$ cat src/rtl/sram_controller_pkg.sv
`default_nettype none
// sram_controller_pkg: state encoding, 50 MHz wait defaults and counter sizing helper.
// Rev 1.0
package sram_controller_pkg;

  typedef enum logic [2:0] {
    IDLE   = 3'd0,
    READ   = 3'd1,
    WSETUP = 3'd2,
    WRITE  = 3'd3,
    WHOLD  = 3'd4
  } sram_ctrl_state_t;

  localparam int SRAM_READ_WAIT  = 1;
  localparam int SRAM_WRITE_WAIT = 1;
  localparam int SRAM_DATA_WIDTH = 32;
  localparam int SRAM_BE_WIDTH   = 4;

  // At least one bit so zero-wait configurations still get a legal counter.
  function automatic int wait_cnt_width(input int read_wait, input int write_wait);
    int max_wait;
    max_wait = (read_wait > write_wait) ? read_wait : write_wait;
    return (max_wait > 0) ? $clog2(max_wait + 1) : 1;
  endfunction

endpackage
`default_nettype wire

$ cat src/rtl/sram_controller_if.sv
`default_nettype none
// sram_controller_if: valid/ready word-request bus and one-cycle response pulse.
// Rev 1.0
interface sram_controller_if #(
  parameter int ADDR_WIDTH = 20
);

  logic                  req_valid;
  logic                  req_ready;
  logic                  req_we;
  logic [ADDR_WIDTH-1:0] req_addr;
  logic [31:0]           req_wdata;
  logic [3:0]            req_be;
  logic                  resp_valid;
  logic [31:0]           resp_rdata;

  modport master (
    output req_valid, req_we, req_addr, req_wdata, req_be,
    input  req_ready, resp_valid, resp_rdata
  );

  modport slave (
    input  req_valid, req_we, req_addr, req_wdata, req_be,
    output req_ready, resp_valid, resp_rdata
  );

endinterface
`default_nettype wire

$ cat src/rtl/sram_controller.sv
`default_nettype none
// sram_controller: turns word requests into fixed-length asynchronous SRAM cycles.
// Rev 1.0
module sram_controller
  import sram_controller_pkg::*;
#(
  parameter int ADDR_WIDTH = 20,
  parameter int READ_WAIT  = SRAM_READ_WAIT,
  parameter int WRITE_WAIT = SRAM_WRITE_WAIT
) (
  input  logic                  clk,
  input  logic                  rst,
  sram_controller_if.slave      bus,
  output logic [ADDR_WIDTH-1:0] ram_addr,
  input  logic [31:0]           ram_data_i,
  output logic [31:0]           ram_data_o,
  output logic                  ram_data_oe,
  output logic                  ram_ce_n,
  output logic                  ram_oe_n,
  output logic                  ram_we_n,
  output logic [3:0]            ram_be_n
);

  localparam int              CNT_W      = wait_cnt_width(READ_WAIT, WRITE_WAIT);
  localparam logic [CNT_W-1:0] READ_LOAD  = CNT_W'(READ_WAIT);
  localparam logic [CNT_W-1:0] WRITE_LOAD = CNT_W'(WRITE_WAIT);

  sram_ctrl_state_t      state, state_d;
  logic [CNT_W-1:0]      cnt, cnt_d;
  logic                  ce_n_d, oe_n_d, we_n_d, data_oe_d;
  logic [3:0]            be_n_d;
  logic [ADDR_WIDTH-1:0] addr_d;
  logic [31:0]           data_o_d;
  logic                  resp_valid_q, resp_valid_d;
  logic [31:0]           resp_rdata_q, resp_rdata_d;
  logic                  accept;

  assign bus.req_ready  = (state == IDLE) && !rst;
  assign bus.resp_valid = resp_valid_q;
  assign bus.resp_rdata = resp_rdata_q;
  assign accept         = bus.req_valid && bus.req_ready;

  // Next values for every pin; all pins leave through registers below.
  always_comb begin
    state_d      = state;
    cnt_d        = cnt;
    ce_n_d       = ram_ce_n;
    oe_n_d       = ram_oe_n;
    we_n_d       = ram_we_n;
    data_oe_d    = ram_data_oe;
    be_n_d       = ram_be_n;
    addr_d       = ram_addr;
    data_o_d     = ram_data_o;
    resp_rdata_d = resp_rdata_q;
    resp_valid_d = 1'b0;

    case (state)
      IDLE: begin
        if (accept) begin
          addr_d = bus.req_addr;
          be_n_d = ~bus.req_be;
          ce_n_d = 1'b0;
          if (bus.req_we) begin
            state_d   = WSETUP;
            data_o_d  = bus.req_wdata;
            data_oe_d = 1'b1;
          end else begin
            state_d = READ;
            oe_n_d  = 1'b0;
            cnt_d   = READ_LOAD;
          end
        end
      end

      READ: begin
        if (cnt == '0) begin
          resp_rdata_d = ram_data_i;
          resp_valid_d = 1'b1;
          state_d      = IDLE;
          ce_n_d       = 1'b1;
          oe_n_d       = 1'b1;
          be_n_d       = 4'hF;
        end else begin
          cnt_d = cnt - 1'b1;
        end
      end

      // Bus is already driven here, so we_n can fall without a turnaround hazard.
      WSETUP: begin
        state_d = WRITE;
        we_n_d  = 1'b0;
        cnt_d   = WRITE_LOAD;
      end

      WRITE: begin
        if (cnt == '0) begin
          state_d = WHOLD;
          we_n_d  = 1'b1;
        end else begin
          cnt_d = cnt - 1'b1;
        end
      end

      WHOLD: begin
        state_d      = IDLE;
        resp_valid_d = 1'b1;
        ce_n_d       = 1'b1;
        data_oe_d    = 1'b0;
        be_n_d       = 4'hF;
      end

      default: begin
        state_d   = IDLE;
        ce_n_d    = 1'b1;
        oe_n_d    = 1'b1;
        we_n_d    = 1'b1;
        data_oe_d = 1'b0;
        be_n_d    = 4'hF;
      end
    endcase
  end

  always_ff @(posedge clk) begin
    if (rst) begin
      state        <= IDLE;
      cnt          <= '0;
      ram_ce_n     <= 1'b1;
      ram_oe_n     <= 1'b1;
      ram_we_n     <= 1'b1;
      ram_be_n     <= 4'hF;
      ram_data_oe  <= 1'b0;
      ram_addr     <= '0;
      ram_data_o   <= '0;
      resp_valid_q <= 1'b0;
      resp_rdata_q <= '0;
    end else begin
      state        <= state_d;
      cnt          <= cnt_d;
      ram_ce_n     <= ce_n_d;
      ram_oe_n     <= oe_n_d;
      ram_we_n     <= we_n_d;
      ram_be_n     <= be_n_d;
      ram_data_oe  <= data_oe_d;
      ram_addr     <= addr_d;
      ram_data_o   <= data_o_d;
      resp_valid_q <= resp_valid_d;
      resp_rdata_q <= resp_rdata_d;
    end
  end

endmodule
`default_nettype wire

$ cat src/flat_wrapper.sv
// flat-port wrapper written by rule: the top's interface ports become plain ports
module sram_controller_flat import sram_controller_pkg::*;
#(
  parameter int ADDR_WIDTH = 20,
  parameter int READ_WAIT  = SRAM_READ_WAIT,
  parameter int WRITE_WAIT = SRAM_WRITE_WAIT
)
  (clk, rst, ram_addr, ram_data_i, ram_data_o, ram_data_oe, ram_ce_n, ram_oe_n, ram_we_n, ram_be_n, bus_req_valid, bus_req_we, bus_req_addr, bus_req_wdata, bus_req_be, bus_req_ready, bus_resp_valid, bus_resp_rdata);
  sram_controller_if #(.ADDR_WIDTH(ADDR_WIDTH)) bus_i ();
  input  logic clk;
  input  logic rst;
  output logic [ADDR_WIDTH-1:0] ram_addr;
  input  logic [31:0] ram_data_i;
  output logic [31:0] ram_data_o;
  output logic ram_data_oe;
  output logic ram_ce_n;
  output logic ram_oe_n;
  output logic ram_we_n;
  output logic [3:0] ram_be_n;
  input wire logic [$bits(bus_i.req_valid)-1:0] bus_req_valid;
  input wire logic [$bits(bus_i.req_we)-1:0] bus_req_we;
  input wire logic [$bits(bus_i.req_addr)-1:0] bus_req_addr;
  input wire logic [$bits(bus_i.req_wdata)-1:0] bus_req_wdata;
  input wire logic [$bits(bus_i.req_be)-1:0] bus_req_be;
  output wire logic [$bits(bus_i.req_ready)-1:0] bus_req_ready;
  output wire logic [$bits(bus_i.resp_valid)-1:0] bus_resp_valid;
  output wire logic [$bits(bus_i.resp_rdata)-1:0] bus_resp_rdata;
  assign bus_i.req_valid = bus_req_valid;
  assign bus_i.req_we = bus_req_we;
  assign bus_i.req_addr = bus_req_addr;
  assign bus_i.req_wdata = bus_req_wdata;
  assign bus_i.req_be = bus_req_be;
  assign bus_req_ready = bus_i.req_ready;
  assign bus_resp_valid = bus_i.resp_valid;
  assign bus_resp_rdata = bus_i.resp_rdata;
  sram_controller #(.ADDR_WIDTH(ADDR_WIDTH), .READ_WAIT(READ_WAIT), .WRITE_WAIT(WRITE_WAIT)) u_core (.clk(clk), .rst(rst), .bus(bus_i), .ram_addr(ram_addr), .ram_data_i(ram_data_i), .ram_data_o(ram_data_o), .ram_data_oe(ram_data_oe), .ram_ce_n(ram_ce_n), .ram_oe_n(ram_oe_n), .ram_we_n(ram_we_n), .ram_be_n(ram_be_n));
endmodule
$ cat config.mk
export PLATFORM = sky130hd
export DESIGN_NAME = sram_controller_flat
export DESIGN_NICKNAME = d
export VERILOG_FILES = /design/src/rtl/sram_controller_pkg.sv /design/src/rtl/sram_controller_if.sv /design/src/rtl/sram_controller.sv /design/src/flat_wrapper.sv
export SDC_FILE = /design/constraint.sdc
export NUM_CORES = 1
export LEC_CHECK = 0
export BUFFER_PORTS_ARGS = -buffer_cell sky130_fd_sc_hd__buf_2
export CORE_ASPECT_RATIO = 0.9
export CORE_MARGIN = 4
export CORE_UTILIZATION = 40
export CTS_BUF_LIST = sky130_fd_sc_hd__clkbuf_16
export DETAILED_ROUTE_END_ITERATION = 8
export PLACE_DENSITY_LB_ADDON = 0.08
export SYNTH_ARGS = -nofsm -noshare
export SYNTH_HDL_FRONTEND = slang
export SYNTH_SLANG_ARGS = --single-unit
$ cat constraint.sdc
create_clock -name clk -period 2 [get_ports clk]
set_clock_uncertainty 0.15 [all_clocks]
set_input_delay 0.2 -clock clk [delete_from_list [all_inputs] [get_ports clk]]
set_output_delay 0.2 -clock clk [all_outputs]
set_load 0.05 [all_outputs]
Word level (Yosys, flattened, before mapping)
Index checks and enable logic that the tools add are counted.
{"block": "op_classes", "add_sub_neg": 1, "n_eq_ne": 9, "muxes": 24, "bitwise_logic": 6, "n_reduce_logical": 19}
{"operator": "$reduce_and 3->1", "count": 5}
{"operator": "$pmux 1 s3", "count": 4}
{"operator": "$pmux 3 s4", "count": 1}
{"operator": "$pmux 4 s3", "count": 1}
{"operator": "$mux 1", "count": 10}
{"operator": "$mux 3", "count": 3}
{"operator": "$reduce_or 3->1", "count": 3}
{"operator": "$mux 4", "count": 2}
{"operator": "$ne 2x2->1 const B", "count": 4}
{"operator": "$eq 3x2->1 const B", "count": 2}
{"operator": "$reduce_and 2->1", "count": 3}
{"operator": "$not 1->1", "count": 5}
{"operator": "$not 4->4", "count": 1}
{"operator": "$pmux 1 s2", "count": 2}
{"operator": "$reduce_and 4->1", "count": 1}
{"operator": "$reduce_or 2->1", "count": 2}
{"operator": "$eq 3x1->1 const B", "count": 1}
{"operator": "$eq 3x3->1 const B", "count": 1}
{"operator": "$logic_not 3->1", "count": 1}
{"operator": "$reduce_bool 3->1", "count": 1}
{"operator": "$logic_and 1x1->1", "count": 2}
{"operator": "$mux 2", "count": 1}
{"operator": "$ne 2x1->1 const B", "count": 1}
{"operator": "$logic_not 1->1", "count": 1}
{"operator": "$sub 1x1->1 const B", "count": 1}
{"block": "totals", "regBits": 97, "input_bits": 92, "out_inout_bits": 94, "word_cells": 70}

Longest topological paths before layout
Gate-level depths: netlist of the first run.
{"block": "depth", "word_depth": 5, "mapped_depth": 6, "mapped_depth_nobuf": 3}

Least setup slack after synthesis of the first run
OpenSTA, ideal clock, no wires.
{"block": "synth_timing", "path_type": "register to output", "startpoint": "register u_core.state[2]", "endpoint": "output bus_req_ready", "arrival_time_ps": 2044, "required_ps": 1650, "path_slack_ps": -394, "stages_incl_launch_ff": 5, "n_path_buf": 2, "path_cell_list": "dfxtp_1 > buf_6 > or2_2 > clkbuf_1 > nor3_1"}
{"block": "synth_via", "elab_chain_len": 2}
{"element": "start, declared", "line_no": "sram_controller.sv:28", "source": "sram_ctrl_state_t state, state_d;"}
{"element": "start signal, assigned", "line_no": "sram_controller.sv:137", "source": "state <= state_d;"}
{"element": "$logic_not 3->1", "line_no": "sram_controller.sv:38", "source": "assign bus.req_ready = (state == IDLE) && !rst;"}
{"element": "$logic_and 1x1->1", "line_no": "sram_controller.sv:38"}
{"element": "end, declared", "line_no": "flat_wrapper.sv:25", "source": "output wire logic [$bits(bus_i.req_ready)-1:0] bus_req_ready;"}
No other way between the ends.

Worst setup path in the final report of the first run
Ends and elaborated chain as after synthesis.

==> results of run 1 <==
==> report_power, final <==
part,switching [uW],leakage [uW],internal (uW),total [uW]
clock,702,0.000147,1080,1780
sequential,67.8,0.000791,2060,2130
combinational,803,0.00163,401,1200
total,1570,0.00257,3550,5120
==> cells by family after synthesis <==
group / after synthesis / share of synthesized area [%]
AO/OA/AOI/OAI: 134 / 19.0
buffers and inverters: 45 / 6.35
multiplexers: 1 / 0.269
flip-flops: 97 / 52.2
AND/OR/NAND/NOR: 164 / 22.3
==> final cells by class <==
| type | count | area, um2 | share of cell area [%] |
|---|---|---|---|
| sequential | 97 | 1940 | 33.0 |
| timing repair buffer | 285 | 1910 | 32.5 |
| multi-input combinational | 299 | 1550 | 26.4 |
| clock buffer | 9 | 225 | 3.83 |
| tap | 122 | 153 | 2.59 |
| clock inverter | 6 | 83.8 | 1.42 |
| inverter | 4 | 15.0 | 0.255 |
==> routing by layer <==
layer	GRT usage, %	share of wire, %
met3	5.91	7.1
met2	34.4	48
met1	25.8	43
met4	6.33	2.0
met5	0	0
==> repair_timing <==
item / CTS / global route
gates resized for setup: 1 / 1
hold buffers: 88 / 0
hold endpoints to repair: 88 / 0
setup buffers: 0 / 0
setup endpoints to repair: 1 / 1
==> sequential cells by signal, indices dropped and copies added, names as in the netlist <==
register / count
u_core.bus.resp_rdata: 32
u_core.ram_data_o: 32
u_core.ram_addr: 20
u_core.ram_be_n: 4
u_core.state: 3
u_core.bus.resp_valid: 1
u_core.cnt: 1
u_core.ram_ce_n: 1
u_core.ram_data_oe: 1
u_core.ram_oe_n: 1
u_core.ram_we_n: 1
==> worst max-delay path: cells and delay by family (launching register included) <==
family | cells | cell delay, ns
buffers and inverters | 1 | 0.22
flip-flops | 1 | 0.40
AND/OR/NAND/NOR | 2 | 0.53
==> cell usage after synthesis (6+ instances only) <==
library cell,n,area share (%)
a21oi_1,66,8.9
a22oi_1,6,1.2
buf_2,12,1.6
buf_6,7,2.1
clkbuf_1,22,2.2
dfxtp_1,97,52
nand2_1,66,6.7
nand2b_1,20,3.4
nand3_1,52,7.0
nor2_1,11,1.1
o21ai_0,20,2.7
o21ai_1,35,4.7
==> how the worst min path moves through the flow <==
stage	endpoint	cells past startpoint	startpoint
global placement	u_core.ram_be_n[2]$_SDFFE_PP1P_	2	bus_req_be[2]
detailed placement	u_core.ram_be_n[2]$_SDFFE_PP1P_	2	bus_req_be[2]
global route	u_core.cnt$_SDFFE_PP0P_	2	rst
finish	u_core.cnt$_SDFFE_PP0P_	2	rst
floorplan	u_core.ram_be_n[0]$_SDFFE_PP1P_	1	bus_req_be[0]
CTS	u_core.cnt$_SDFFE_PP0P_	2	rst
==> stage by stage <==
step / cells / cell area, um2 / utilization (%) / worst slack (ns) / hold WS, ns
2_1_floorplan: 441 / 3730 / - / 0.0314 / 0.164
3_3_place_gp: 719 / 4690 / 51.6 / 0.271 / 0.247
3_5_place_dp: 719 / 4690 / 51.6 / 0.243 / 0.261
4_1_cts: 822 / 5880 / 64.8 / 0.0560 / 0.0135
5_1_grt: 822 / 5880 / 64.8 / 0.0725 / 0.0196
6_report: 822 / 5880 / 64.8 / 0.172 / 0.0235
==> reports/results.ini, run 1 <==
[run_status]
status = complete, no violations

[critical_path]
r2r_cells = 4
arrival_ns = 1.48
cp_cell_sequence = or2_2 -> nor3_2 -> buf_4
critPathMaxFanout = 13
reg2reg_to = u_core.ram_data_o[23]$_SDFFE_PP0P_
critPathKind = register to primary output
reg2reg_from = u_core.state[0]$_SDFFE_PP0P_
startpoint_type = register
cp-end-kind = primary output
worstSetupStartpoint = u_core.state[2]$_SDFFE_PP0P_
r2r_setup_slack_ns = 0.26
crit_path_end = bus_req_ready
cpPeakStageDelay_ns = 0.40
slowest_stage = dfxtp_2
cp.required_ns = 1.65

[route]
via_count = 3982
viasPerCell = 4.84
drc = 0
post_drt_wl_per_cell_um = 13.8
final_antenna_net_count = 0
dr.pass1.iters = 4
wirelength_um = 11300
first_iter_violations = 154

[placement]
port_buffers = 185
place.gp.congestion = 0.791
hpwlAfterDp_um = 7230

[clocking]
cts_tree = yes
clkLatencyLatePin_ns = 0.33
htreeDepth = 3
cts_buffers = 9
clock_path_buffers = 2
cts-root-buf = clkbuf_16
clock_sinks = 97
clk_pin_slew_worst_paths_ns = 0.06

[logic_synthesis]
syn-instance-count = 441
syn_area_per_cell_um2 = 8.44
synth_ff_type = dfxtp_1
synth_edf_count = 0
ys_ff_latch = 97
async_reset_ff_share_pct = 0
ys_warn_count = 0
yosysSeqAreaShare_pct = 52.2
netlist_area_mm2 = 0.00372
synth_nets = 533
synth.distinct_cells = 29

[global_routing]
overflow = 0
grt_pass1_vias = 3838
grt_first_pass_wirelength_um = 18300
grt_use_total_pct = 20.6
antenna_found_initial = 0
grt_max_degree = 46

[die]
initial_core_util_pct = 41.0
chipHeight_um = 99.5
die-area_mm2 = 0.0109
rows = 33
die_width_um = 110
coreArea_mm2 = 0.00908
io_pins = 186

[final_layout]
final_cell_mix = buf_2 (184), dfxtp_1 (96), dlygate4sd3_1 (88)
layout_commonest_cell = buf_2
num_antenna_cells = 0
drive_gt1_share_pct = 31.3
n_fill_cell = 812
area_growth_pct = 58.1
final_nets = 788

[pwr]
peakVddDrop_mv = 0.501
finalPower_uw = 5120
p_per_area_mw_per_mm2 = 870
power.leakage_uw = 0.00257

[timing]
worst_pin_slew_ns = 0.582
slew_headroom_pct = 60.8
hold_viol = 0
maxSlewViolCount = 0
finalSetupViolations = 0
post-route-period-util_pct = 91.4
period_needed_ns = 1.83
rsz0062_at_grt = no
totalNegativeSetupSlack_ns = 0
max_clock_freq_ghz = 0.547

[worst_hold_path]
worstHoldPathType = input pin to register

[run]
timing.max_cap.violations = 0

No activity file was read; power rests on OpenSTA's default activity.
==> run 2, diff against run 1 <==
--- a/config.mk
+++ b/config.mk
@@ -12,5 +12,7 @@
 export CTS_BUF_LIST = sky130_fd_sc_hd__clkbuf_16
 export DETAILED_ROUTE_END_ITERATION = 8
+export GPL_TIMING_DRIVEN = 1
 export PLACE_DENSITY_LB_ADDON = 0.08
+export SETUP_SLACK_MARGIN = 0.4
 export SYNTH_ARGS = -nofsm -noshare
 export SYNTH_HDL_FRONTEND = slang
==> constraint.sdc (replaced) <==
create_clock -name clk -period 2 [get_ports clk]
set_clock_uncertainty 0.15 [all_clocks]
set_input_delay 0.2 -clock clk [delete_from_list [all_inputs] [get_ports clk]]
set_output_delay 0.2 -clock clk [all_outputs]
set_load 0.01 [all_outputs]
==> reports/results.ini, run 2 (synthesized netlist as in run 1, its figures left out) <==
[critical_path]
worstSetupStartpoint = u_core.state[0]$_SDFFE_PP0P_  ; was u_core.state[2]$_SDFFE_PP0P_
critPathBufInv = 2  ; was 1
critPathKind = register to register  ; was register to primary output
cpPeakStageDelay_ns = 0.49  ; was 0.40 ns
slowest_stage = or4b_4  ; was dfxtp_2
startpoint_type = register  ; unchanged
critPathMaxFanout = 32  ; was 13
cp.required_ns = 2.05  ; was 1.65 ns
cp-end-kind = register  ; was primary output
reg2reg_from = u_core.state[0]$_SDFFE_PP0P_  ; unchanged
cp_cell_sequence = buf_6 -> or4b_4 -> buf_12 -> nand2_1 -> a21oi_1  ; was or2_2 -> nor3_2 -> buf_4
r2r_cells = 5  ; was 4
arrival_ns = 1.71  ; was 1.48 ns
reg2reg_to = u_core.bus.resp_rdata[11]$_SDFFE_PP0P_  ; was u_core.ram_data_o[23]$_SDFFE_PP0P_
r2r_setup_slack_ns = 0.34  ; was 0.26 ns
crit_family = simple AND/OR/NAND/NOR gates  ; unchanged

[clocking]
clk_pin_slew_worst_paths_ns = 0.07  ; was 0.06 ns
cts-root-buf = clkbuf_16  ; unchanged
htreeDepth = 3  ; unchanged
clock_path_buffers = 2  ; unchanged
clock_sinks = 97  ; unchanged
cts_buffers = 9  ; unchanged
clkLatencyLatePin_ns = 0.33  ; about the same
cts_tree = yes  ; unchanged

[global_routing]
grt_max_degree = 94  ; was 46
grt_first_pass_wirelength_um = 19000  ; was 18300 um
overflow = 0  ; unchanged
grt_pass1_vias = 3965  ; was 3838
grt_use_total_pct = 21.6  ; was 20.6%
antenna_found_initial = 0  ; unchanged

[pwr]
p_per_area_mw_per_mm2 = 766  ; was 870 mW/mm2
power.leakage_uw = 0.00263  ; was 0.00257 uW
peakVddDrop_mv = 0.498  ; was 0.501 mV

[worst_hold_path]
min_path_cells = 3  ; was 2
worstHoldPathType = input pin to register  ; unchanged
min_from = bus_req_valid  ; was rst
min_to = u_core.state[1]$_SDFFE_PP0P_  ; was u_core.cnt$_SDFFE_PP0P_

[final_layout]
drive_gt1_share_pct = 32.5  ; was 31.3%
n_fill_cell = 798  ; was 812
area_growth_pct = 61.0  ; was 58.1%
final_nets = 797  ; was 788
seqCellArea_mm2 = 0.00195  ; was 0.00194 mm2
num_antenna_cells = 0  ; unchanged
fin_util_pct = 66.0  ; was 64.8%
multiInputGateArea_mm2 = 0.00157  ; was 0.00155 mm2
layout_commonest_cell = buf_2  ; unchanged
stdcell_area_mm2 = 0.00599  ; was 0.00588 mm2
final_cell_mix = buf_2 (185), dfxtp_1 (95), dlygate4sd3_1 (88)  ; was buf_2 (184), dfxtp_1 (96), dlygate4sd3_1 (88)

[die]
die_width_um = 110  ; unchanged
coreArea_mm2 = 0.00908  ; unchanged
initial_core_util_pct = 41.0  ; unchanged
rows = 33  ; unchanged
chipHeight_um = 99.5  ; unchanged
die-area_mm2 = 0.0109  ; unchanged
io_pins = 186  ; unchanged

[placement]
place.gp.congestion = 0.764  ; was 0.791
pre_cts_ws_ns = 0.277  ; was 0.243 ns
port_buffers = 185  ; unchanged
hpwlAfterDp_um = 6860  ; was 7230 um
postPlaceCellArea_mm2 = 0.00471  ; was 0.00469 mm2

[route]
post_drt_wl_per_cell_um = 14.4  ; was 13.8 um
dr.pass1.iters = 4  ; unchanged
first_iter_violations = 200  ; was 154
final_antenna_net_count = 0  ; unchanged
drc = 0  ; unchanged
via_count = 4103  ; was 3982
viasPerCell = 4.93  ; was 4.84
wirelength_um = 11900  ; was 11300 um

[timing]
holdWs_ns = 0.0398  ; was 0.0235 ns
worst_pin_slew_ns = 0.606  ; was 0.582 ns
slew_headroom_pct = 59.6  ; was 60.8%
maxSlewViolCount = 0  ; unchanged
max_clock_freq_ghz = 0.601  ; was 0.547 GHz
totalNegativeSetupSlack_ns = 0  ; unchanged
period_needed_ns = 1.66  ; was 1.83 ns
rsz0062_at_grt = yes  ; was no
finalWorstSetupSlack_ns = 0.337  ; was 0.172 ns
post-route-period-util_pct = 83.1  ; was 91.4%
hold_viol = 0  ; unchanged
finalSetupViolations = 0  ; unchanged

[run]
timing.max_cap.violations = 0  ; unchanged

[run_status]
status = complete, no violations  ; unchanged

## run 2: what timing repair did
| item | in CTS | in global routing |
|---|---|---|
| endpoints found under the hold margin | 88 | 0 |
| setup endpoints to repair | 84 | 89 |
| pin swaps | 3 | 3 |
| hold buffers | 88 | 0 |
| resized for setup | 8 | 11 |
| buffers inserted | 6 | 1 |
| gates cloned | 1 | 0 |
## run 2: how the worst max path moves through the flow
stage | to | slack, ns | depth (start not counted)
floorplan | u_core.ram_be_n[0]$_SDFFE_PP1P_ | 0.39 | 5
global placement | u_core.ram_data_o[31]$_SDFFE_PP0P_ | 0.29 | 5
detailed placement | u_core.ram_data_o[31]$_SDFFE_PP0P_ | 0.28 | 5
CTS | u_core.ram_data_o[31]$_SDFFE_PP0P_ | 0.32 | 4
global route | u_core.ram_data_o[25]$_SDFFE_PP0P_ | 0.29 | 4
finish | u_core.bus.resp_rdata[11]$_SDFFE_PP0P_ | 0.34 | 5
## run 2: routing by layer
layer | global-route usage [%] | wire (um) | vias up
met5 | 0 | 0 | -
met4 | 7.77 | 356 | 0
met3 | 6.68 | 845 | 35
met1 | 26.0 | 4950 | 1860
met2 | 36.1 | 5790 | 167
li1 | - | - | 2041
## run 2: where the power goes
part           leakage [uW]  internal, uW  switching (uW)
Clock              0.000135           843             732
Sequential         0.000792          2060            67.8
Combinational       0.00170           436             452
## run 2: cell type report
type                    count  share of cell area (%)
repair buffers            293                    34.0
flip-flops and latches     97                    32.5
multi-input cells         300                    26.2
clock buffers               9                    3.76
well taps                 122                    2.55
clock inverters             7                   0.773
inverters                   4                   0.251
## run 2: metrics by stage
step	total power, uW	cells
6_report	4590	832
5_1_grt	4820	832
4_1_cts	4620	831
3_5_place_dp	2880	720
3_3_place_gp	2860	720
2_1_floorplan	2580	441
## run 2: tightest hold or removal path: stages
cell and delay (ns):
buf_2 0.14, o21ai_0 0.07, a221oi_1 0.07
